===== config.mk =====
export PLATFORM = sky130hd
export DESIGN_NAME = sid_pattern_seq
export DESIGN_NICKNAME = d
export VERILOG_FILES = /design/src/rtl/sid_pattern_seq.sv
export SDC_FILE = /design/constraint.sdc
export NUM_CORES = 1
export LEC_CHECK = 0
export ABC_AREA = 1
export CAP_MARGIN = 10
export CELL_PAD_IN_SITES_DETAIL_PLACEMENT = 1
export CELL_PAD_IN_SITES_GLOBAL_PLACEMENT = 2
export CORE_MARGIN = 1
export CORE_UTILIZATION = 31
export CTS_CLUSTER_SIZE = 20
export DETAILED_ROUTE_END_ITERATION = 16
export GPL_TIMING_DRIVEN = 0
export PLACE_DENSITY_LB_ADDON = 0.12
export SYNTH_ARGS = -nofsm -noshare
export SYNTH_HDL_FRONTEND = slang
export SYNTH_SLANG_ARGS = --single-unit

===== constraint.sdc =====
create_clock -name clk -period 7.7 [get_ports clk]
set_input_delay 0.77 -clock clk [delete_from_list [all_inputs] [get_ports clk]]
set_output_delay 0.77 -clock clk [all_outputs]
set_load 0.1 [all_outputs]

===== src/rtl/sid_pattern_seq.sv =====
// Programmable drum step sequencer that drives one SID voice register set directly.
// Pattern RAM holds a 3-bit code per step: [2] accent, [1:0] rest/kick/snare/hi-hat.
module sid_pattern_seq #(
    parameter int N_STEPS = 16,
    parameter int STEP_W  = $clog2(N_STEPS),
    parameter int DIV_W   = 24
) (
    input  logic              clk,
    input  logic              rst,
    input  logic              run,
    input  logic [DIV_W-1:0]  step_period,
    input  logic [DIV_W-1:0]  gate_len,
    input  logic              pat_we,
    input  logic [STEP_W-1:0] pat_addr,
    input  logic [2:0]        pat_wdata,
    output logic [15:0]       frequency,
    output logic [7:0]        duration,
    output logic [7:0]        attack,
    output logic [7:0]        sustain,
    output logic [7:0]        waveform,
    output logic [STEP_W-1:0] step_idx,
    output logic              step_strobe
);

    typedef enum logic {
        IDLE = 1'b0,
        PLAY = 1'b1
    } state_t;

    state_t              state;
    logic [2:0]          ram [N_STEPS];
    logic [2:0]          cur_code;
    logic [DIV_W-1:0]    tcnt;
    logic [DIV_W-1:0]    gcnt;

    logic [DIV_W-1:0]    p_eff;
    logic [DIV_W-1:0]    g_eff;
    logic [DIV_W-1:0]    gcnt_dec;
    logic                boundary;
    logic [STEP_W-1:0]   idx_next;
    logic [2:0]          code_next;

    // Boom-bap groove K.H.S.H.K..KHS.H, repeated every 16 steps, no accents.
    function automatic logic [2:0] default_code(input int i);
        logic [3:0] k;
        k = 4'(i);
        case (k)
            4'd0, 4'd8, 4'd11:         default_code = 3'd1;
            4'd4, 4'd13:               default_code = 3'd2;
            4'd2, 4'd6, 4'd12, 4'd15:  default_code = 3'd3;
            default:                   default_code = 3'd0;
        endcase
    endfunction

    // Returns {frequency, duration, attack, sustain, waveform}.
    function automatic logic [47:0] voice(input logic [2:0] code, input logic gate);
        logic [15:0] f;
        logic [7:0]  d;
        logic [7:0]  a;
        logic [7:0]  s;
        logic [7:0]  w;
        f = '0;
        d = '0;
        a = '0;
        s = '0;
        w = '0;
        case (code[1:0])
            2'd1: begin f = 16'h0020; d = 8'h80; a = 8'h40; s = 8'h00; w = 8'h10; end
            2'd2: begin f = 16'h0800; d = 8'h80; a = 8'h20; s = 8'h08; w = 8'h80; end
            2'd3: begin f = 16'h1000; d = 8'h80; a = 8'h10; s = 8'h00; w = 8'h80; end
            default: ;
        endcase
        if (code[2] && code[1:0] != 2'd0) s[7:4] = 4'hF;
        w[0] = gate;
        voice = {f, d, a, s, w};
    endfunction

    always_comb begin
        p_eff     = (step_period == '0) ? DIV_W'(1) : step_period;
        g_eff     = (gate_len < p_eff) ? gate_len : p_eff;
        gcnt_dec  = (gcnt != '0) ? gcnt - DIV_W'(1) : '0;
        boundary  = (state == IDLE) || (tcnt == '0);
        idx_next  = (state == IDLE) ? '0 : step_idx + STEP_W'(1);
        code_next = ram[idx_next];
    end

    // Gate length is clamped to the period, so each step ends with at least one
    // gate-low cycle and the envelope always retriggers on the next step.
    always_ff @(posedge clk or posedge rst) begin
        if (rst) begin
            state       <= IDLE;
            step_idx    <= '0;
            step_strobe <= 1'b0;
            cur_code    <= '0;
            tcnt        <= '0;
            gcnt        <= '0;
            {frequency, duration, attack, sustain, waveform} <= '0;
            for (int i = 0; i < N_STEPS; i++) ram[i] <= default_code(i);
        end else begin
            if (pat_we) ram[pat_addr] <= pat_wdata;

            if (!run) begin
                state       <= IDLE;
                step_idx    <= '0;
                step_strobe <= 1'b0;
                cur_code    <= '0;
                tcnt        <= '0;
                gcnt        <= '0;
                {frequency, duration, attack, sustain, waveform} <= '0;
            end else if (boundary) begin
                state       <= PLAY;
                step_idx    <= idx_next;
                step_strobe <= 1'b1;
                cur_code    <= code_next;
                tcnt        <= p_eff;
                gcnt        <= g_eff;
                {frequency, duration, attack, sustain, waveform} <=
                    voice(code_next, (g_eff != '0) && (code_next[1:0] != 2'd0));
            end else begin
                step_strobe <= 1'b0;
                tcnt        <= tcnt - DIV_W'(1);
                gcnt        <= gcnt_dec;
                {frequency, duration, attack, sustain, waveform} <=
                    voice(cur_code, (gcnt_dec != '0) && (cur_code[1:0] != 2'd0));
            end
        end
    end

endmodule

==> results of run 1 <==
[layer usage]
metal | wire length, um | track usage, % | up-vias | part of all wire (%)
li1 | - | - | 3412 | -
met1 | 11180 | 26.34 | 3320 | 45
met2 | 12420 | 39.02 | 102 | 50
met3 | 860 | 4.175 | 35 | 3.5
met4 | 407 | 6.836 | 6 | 1.6
met5 | 42 | 0 | - | 0.17
[state kept, by name, indices dropped and copies added (netlist names)]
signal,cells
ram,48
gcnt,24
tcnt,24
step_idx,4
cur_code,3
attack,2
sustain,2
waveform,2
duration,1
frequency,1
state,1
step_strobe,1
[critical path, cell delays in order]
cell	delay, ps
sky130_fd_sc_hd__clkdlybuf4s50_1	560
sky130_fd_sc_hd__inv_1	120
sky130_fd_sc_hd__ha_1	300
sky130_fd_sc_hd__a21oi_1	160
sky130_fd_sc_hd__o21ai_1	90
sky130_fd_sc_hd__nand3_1	70
sky130_fd_sc_hd__nand2_1	50
sky130_fd_sc_hd__nand2_1	50
sky130_fd_sc_hd__a21oi_1	60
sky130_fd_sc_hd__nor2_1	440
sky130_fd_sc_hd__nand2_4	160
sky130_fd_sc_hd__buf_6	180
sky130_fd_sc_hd__nand2_1	60
sky130_fd_sc_hd__nand2_1	70
sky130_fd_sc_hd__nor2_1	110
sky130_fd_sc_hd__nand2_1	70
sky130_fd_sc_hd__nor2_1	190
sky130_fd_sc_hd__nand3_1	140
sky130_fd_sc_hd__nand2_1	90
sky130_fd_sc_hd__nand2_1	60
[final cells by class]
type,instances,area (um^2)
clock buffer,18,429.2
multi-input combinational,732,3719
tap,285,356.6
timing repair buffer,79,808.3
fill,2834,13620
clock inverter,14,170.2
inverter,93,354.1
buffer,65,412.9
sequential,113,2844
[layout by cell type, fill, tap and decap left out, drive strengths merged, types with 5 or more instances in the layout]
cell type / netlist / layout
a21oi: 28 / 28
a22o: 8 / 8
a32o: 5 / 5
buf: 45 / 46
clkbuf: 20 / 38
clkdlybuf4s50: 0 / 78
clkinv: 3 / 7
conb: 1 / 33
dfrtp: 100 / 100
dfstp: 13 / 13
ha: 28 / 28
inv: 90 / 98
nand2: 238 / 238
nand3: 59 / 59
nand4: 8 / 8
nor2: 123 / 123
nor3: 17 / 17
nor4: 8 / 8
o211ai: 8 / 8
o21ai: 105 / 105
o22ai: 17 / 17
or2: 6 / 6
xnor2: 11 / 11
xor2: 12 / 12
[stage by stage]
stage / hold slack (ps) / worst slack [ps]
CTS: 482.8 / 4228
global route: 513.6 / 3934
finish: 482.8 / 4217
global placement: 458.3 / 1879
detailed placement: 468.4 / 3795
floorplan: 439.6 / 3964
[how the worst max path moves through the flow]
stage	from	end	slack [ps]
global route	step_period[11]	waveform[0]$_DFF_PP0_	3930
finish	step_period[11]	waveform[0]$_DFF_PP0_	4220
global placement	rst	gcnt[21]$_DFF_PP0_	1880
floorplan	rst	attack[4]$_DFF_PP0_	3960
CTS	step_period[9]	waveform[0]$_DFF_PP0_	4230
detailed placement	step_period[9]	waveform[0]$_DFF_PP0_	3790
[power by group]
part	internal (mW)	switching, mW	leakage (nW)
Combinational	0.205	0.428	2.62
Clock	0.488	0.336	0.295
Sequential	0.691	0.0615	1.43
[cell families after synthesis]
family | count (synthesis) | share of synthesized area [%]
simple gates | 463 | 27.53
compound gates | 185 | 14.71
buf+inv | 158 | 10.58
flops | 113 | 39.48
fa+ha+maj | 28 | 4.863
xor+xnor | 23 | 2.796
other cells | 1 | 0.05205
==> out/results.tsv, run 1 <==
metric	value	unit
run status	finished clean	
endpoint of the most critical register-to-register path	sustain[6]$_DFF_PP0_	
max-slew violation count	0	
aggregate global routing overflow	0	
post-route clock skew	12.84	ps
length of the first detailed-routing pass in iterations	4	
top cells by area, synth	sky130_fd_sc_hd__dfrtp_1, sky130_fd_sc_hd__nand2_1, sky130_fd_sc_hd__o21ai_0, sky130_fd_sc_hd__nor2_1, sky130_fd_sc_hd__ha_1	
Yosys cell types	47	
Min-Delay Startpoint	tcnt[0]$_DFF_PP0_	
buffers inserted during post-CTS setup optimization	0	
critical path class	primary input to flop	
total wirelength of the detailed-routed design	24920	um
total die area	23850	um^2
min-delay worst type	flop to flop	
maximum clock frequency	0.2871	GHz
total track usage	21.83	%
required time worst endpoint	8020	ps
final sum of negative setup slack	0	ps
number of flip-flops and latches in the synthesized netlist	113	
total of hold buffers inserted after clock tree synthesis	0	
clk buf depth	2	
maximum level of the CTS H-tree	4	
Worst Reg2Reg Path Length in Cells	11	
data arrival time of the critical path	3810	ps
share of flip-flops with an asynchronous set or reset after synthesis	100.0	%
critical path capture point type	flop	
average via count per standard cell	4.914	
wire length per cell	17.81	um
post-cts sizing count	0	
sequential area share after synthesis	39.48	%
maximum fanout along the worst path	10	
Worst Tran Pin Value	984.9	ps
RSZ-0062 raised after global routing	false	
largest net degree at the start of global routing	65	
root buffer selected by CTS	sky130_fd_sc_hd__clkbuf_16	
most used standard cells in the synthesized netlist	sky130_fd_sc_hd__nand2_1, sky130_fd_sc_hd__nor2_1, sky130_fd_sc_hd__dfrtp_1	
share of cells above drive strength 1	11.13	%
Syn Std Cell Area	7204	um^2
post-detailed-placement cell area	8494	um^2
initial antenna violation count	3	
global-route wire length before repair	39330	um
cts bufs inserted	17	
number of setup violations in the final report	0	
portion of the clock cycle consumed by the worst path in the final layout	45.23	%
post-CTS clock slew at the launch and capture registers of the worst setup and hold paths	60	ps
startpoint kind of the worst setup timing path	primary input	
register-to-register setup slack	4740	ps
Worst slew margin	34.13	%
vias after detailed routing	6875	
final count of hold timing violations	0	
Skew-Pair Late Insertion Delay	430	ps
Starting Density	31.72	%
reg-to-reg startpoint	step_idx[0]$_DFFE_PP0P_	
number of instances on the worst hold path	1	
I/O Buffers	78	
cell area power density	243.0	nW/um^2
Detailed Place HPWL	19410	um
worst hold path endpoint	tcnt[0]$_DFF_PP0_	
most instantiated library cell after synthesis	sky130_fd_sc_hd__nand2_1	
placer's final routability congestion estimate	0.8616	
min cycle time layout	3483	ps
filler-free cell count of the finished design	1399	
Design Power	2.210	mW
area delta synth->final	26.22	%
drt drc	0	
Mapped Cells	971	
Post-synth EDFFs	0	
remaining number of nets flagged by the antenna check after routing	0	
Ys Warns	0	
total number of placement rows	55	
Peak VDD IR	0.0001192	V
MaxCap Viol Count	0	
number of top-level design ports	112	
Post-synth top flop	sky130_fd_sc_hd__dfrtp_1	
leakage dissipation	4.345	nW
count of routing violations after the opening detailed-route iteration	272	
die height	154.4	um
clock sink total	113	
cell type contributing the most total cell area after synthesis	sky130_fd_sc_hd__dfrtp_1	
TritonCTS clock tree	done	
post-layout net count	1188	
Ant. Diodes	0	
Finished Core Util	40.04	%
area of all placed cells without fillers	9094	um^2
Post-Syn Area per Cell	7.420	um^2
placeable core area	22710	um^2
count of placed standard cells including taps	1367	
Die Width	154.4	um
number of global-route vias before repair	7223	
Yosys top cell area share	34.73	%
Power figures use the tool's default switching activity.
==> run 2, diff against run 1 <==
--- a/config.mk
+++ b/config.mk
@@ -10,7 +10,7 @@
 export CELL_PAD_IN_SITES_DETAIL_PLACEMENT = 1
 export CELL_PAD_IN_SITES_GLOBAL_PLACEMENT = 2
 export CORE_MARGIN = 1
-export CORE_UTILIZATION = 31
+export CORE_UTILIZATION = 28
 export CTS_CLUSTER_SIZE = 20
 export DETAILED_ROUTE_END_ITERATION = 16
 export GPL_TIMING_DRIVEN = 0
==> constraint.sdc (replaced) <==
create_clock -name clk -period 2.9 [get_ports clk]
set_input_delay 0.29 -clock clk [delete_from_list [all_inputs] [get_ports clk]]
set_output_delay 0.29 -clock clk [all_outputs]
set_load 0.1 [all_outputs]
==> run 2 against run 1 <==
Die area up 11%. Highest routed layer is now met4. Largest cell class unchanged. Register-to-register slack worse by 4500 ps. Combinational power rose to 2.7 times the previous value.
==> out/results.tsv, run 2 (same netlist as run 1, synthesis figures left out) <==
metric	value	unit
MaxCap Viol Count	0	
TritonCTS clock tree	done	
Hold Slack	275.5	ps
Finished Core Util	36.81	%
number of global-route vias before repair	7171	
final count of hold timing violations	0	
post-CTS clock slew at the launch and capture registers of the worst setup and hold paths	60	ps
run status	finished clean	
number of top-level design ports	112	
wire length per cell	17.37	um
startpoint kind of the worst setup timing path	primary input	
post-detailed-placement cell area	8582	um^2
data arrival time of the critical path	2990	ps
max-slew violation count	0	
clk buf depth	2	
total wirelength of the detailed-routed design	25210	um
slack of the critical path	215.9	ps
min cycle time layout	2684	ps
vias after detailed routing	6739	
leading cell type in the layout, fill and taps excluded	sky130_fd_sc_hd__nand2_1	
share of cells above drive strength 1	12.88	%
total number of placement rows	58	
critical path class	primary input to flop	
Worst Tran Pin Value	985.2	ps
final sum of negative setup slack	0	ps
total of hold buffers inserted after clock tree synthesis	0	
register bank with the most flops	ram	
Die Width	162.4	um
drt drc	0	
Skew-Pair Late Insertion Delay	430	ps
leakage dissipation	4.377	nW
placeable core area	25180	um^2
filler-free cell count of the finished design	1451	
aggregate global routing overflow	0	
cell area power density	622.4	nW/um^2
global-route wire length before repair	40300	um
min-delay worst type	primary input to asynchronous set/reset pin	
area delta synth->final	28.66	%
placement-stage worst setup slack	-527.0	ps
count of placed standard cells including taps	1414	
portion of the clock cycle consumed by the worst path in the final layout	92.56	%
critical path capture point type	flop	
length of the first detailed-routing pass in iterations	4	
total track usage	20.29	%
Detailed Place HPWL	19910	um
post-route clock skew	9.506	ps
max reg flops	48	
Starting Density	28.61	%
I/O Buffers	78	
largest registers	ram: 48 flops, gcnt: 24 flops, tcnt: 24 flops	
die height	162.4	um
post-layout net count	1192	
Design Power	5.769	mW
largest net degree at the start of global routing	39	
area of all placed cells without fillers	9269	um^2
placer's final routability congestion estimate	0.8369	
Worst slew margin	34.11	%
count of routing violations after the opening detailed-route iteration	289	
number of setup violations in the final report	0	
required time worst endpoint	3210	ps
average via count per standard cell	4.644	
commonest cells after routing, fill and taps aside	sky130_fd_sc_hd__nand2_1, sky130_fd_sc_hd__nor2_1, sky130_fd_sc_hd__dfrtp_1	
maximum level of the CTS H-tree	4	
maximum fanout along the worst path	10	
total die area	26380	um^2
RSZ-0062 raised after global routing	true	
clock sink total	113	
root buffer selected by CTS	sky130_fd_sc_hd__clkbuf_16	
initial antenna violation count	3	
remaining number of nets flagged by the antenna check after routing	0	
cts bufs inserted	17	
Peak VDD IR	0.0003603	V
maximum clock frequency	0.3726	GHz
-- run 2: changes by cell type in the layout (fill, tap and decap cells not counted), moves of 3 or more --
cell | before | now
sky130_fd_sc_hd__buf_12 | 0 | 4
sky130_fd_sc_hd__clkbuf_1 | 21 | 16
sky130_fd_sc_hd__clkbuf_2 | 0 | 3
sky130_fd_sc_hd__clkinvlp_4 | 0 | 7
sky130_fd_sc_hd__nor2_1 | 118 | 115
sky130_fd_sc_hd__diode_2 | 0 | 3
sky130_fd_sc_hd__nor2_4 | 1 | 4
sky130_fd_sc_hd__inv_6 | 7 | 3
-- run 2: what timing repair did --
| item | in CTS | in global routing |
|---|---|---|
| setup buffers | 0 | 2 |
| pin swaps | 0 | 1 |
| endpoints found under the setup margin | 3 | 5 |
| gates resized for setup | 4 | 24 |
-- run 2: worst max-delay path, cell delays in order --
cell	delay, ps
sky130_fd_sc_hd__clkdlybuf4s50_1	510
sky130_fd_sc_hd__inv_1	100
sky130_fd_sc_hd__ha_1	300
sky130_fd_sc_hd__nand2_1	70
sky130_fd_sc_hd__nor2_1	160
sky130_fd_sc_hd__nand4_1	210
sky130_fd_sc_hd__nor4_4	240
sky130_fd_sc_hd__nand2_4	130
sky130_fd_sc_hd__buf_2	210
sky130_fd_sc_hd__nand3_1	90
sky130_fd_sc_hd__nand2_1	110
sky130_fd_sc_hd__nor2_1	100
sky130_fd_sc_hd__nand2_1	60
sky130_fd_sc_hd__nor2_2	130
sky130_fd_sc_hd__nand3_1	130
sky130_fd_sc_hd__nand2_1	70
sky130_fd_sc_hd__nand2_1	60
-- run 2: path summary, 6_finish.rpt --
kind | start | endpoint | slack (ps) | cells after the start
max in group asynchronous | rst | gcnt[18]$_DFF_PP0_ | 1590 | 5
min | rst | step_idx[2]$_DFFE_PP0P_ | 280 | 2
min reg2reg | tcnt[0]$_DFF_PP0_ | tcnt[0]$_DFF_PP0_ | 480 | 1
min in group clk | step_period[9] | tcnt[9]$_DFF_PP0_ | 330 | 3
max | step_period[23] | waveform[0]$_DFF_PP0_ | 220 | 17
max reg2reg | gcnt[1]$_DFF_PP0_ | waveform[0]$_DFF_PP0_ | 240 | 14
-- run 2: power breakdown --
| group | internal (mW) | switching, mW | total, mW | leakage (nW) |
|---|---|---|---|---|
| sequential | 1.83 | 0.163 | 2.00 | 1.43 |
| combinational | 0.560 | 1.14 | 1.70 | 2.68 |
| clock | 1.21 | 0.856 | 2.07 | 0.263 |
-- run 2: layer usage --
layer  global-route usage (%)  wire (um)
met2                    35.30      12600
met3                    3.769        886
met4                    5.103        312
met5                        0          0
met1                    25.68      11410
-- run 2: final cells by class --
type	instances	area, um^2
inverter	93	356.6
sequential	113	2845
antenna	3	7.507
timing repair buffer	83	873.3
tap	330	412.9
fill	3093	15910
multi-input combinational	732	3782
clock buffer	19	442.9
buffer	65	419.2
clock inverter	13	128.9
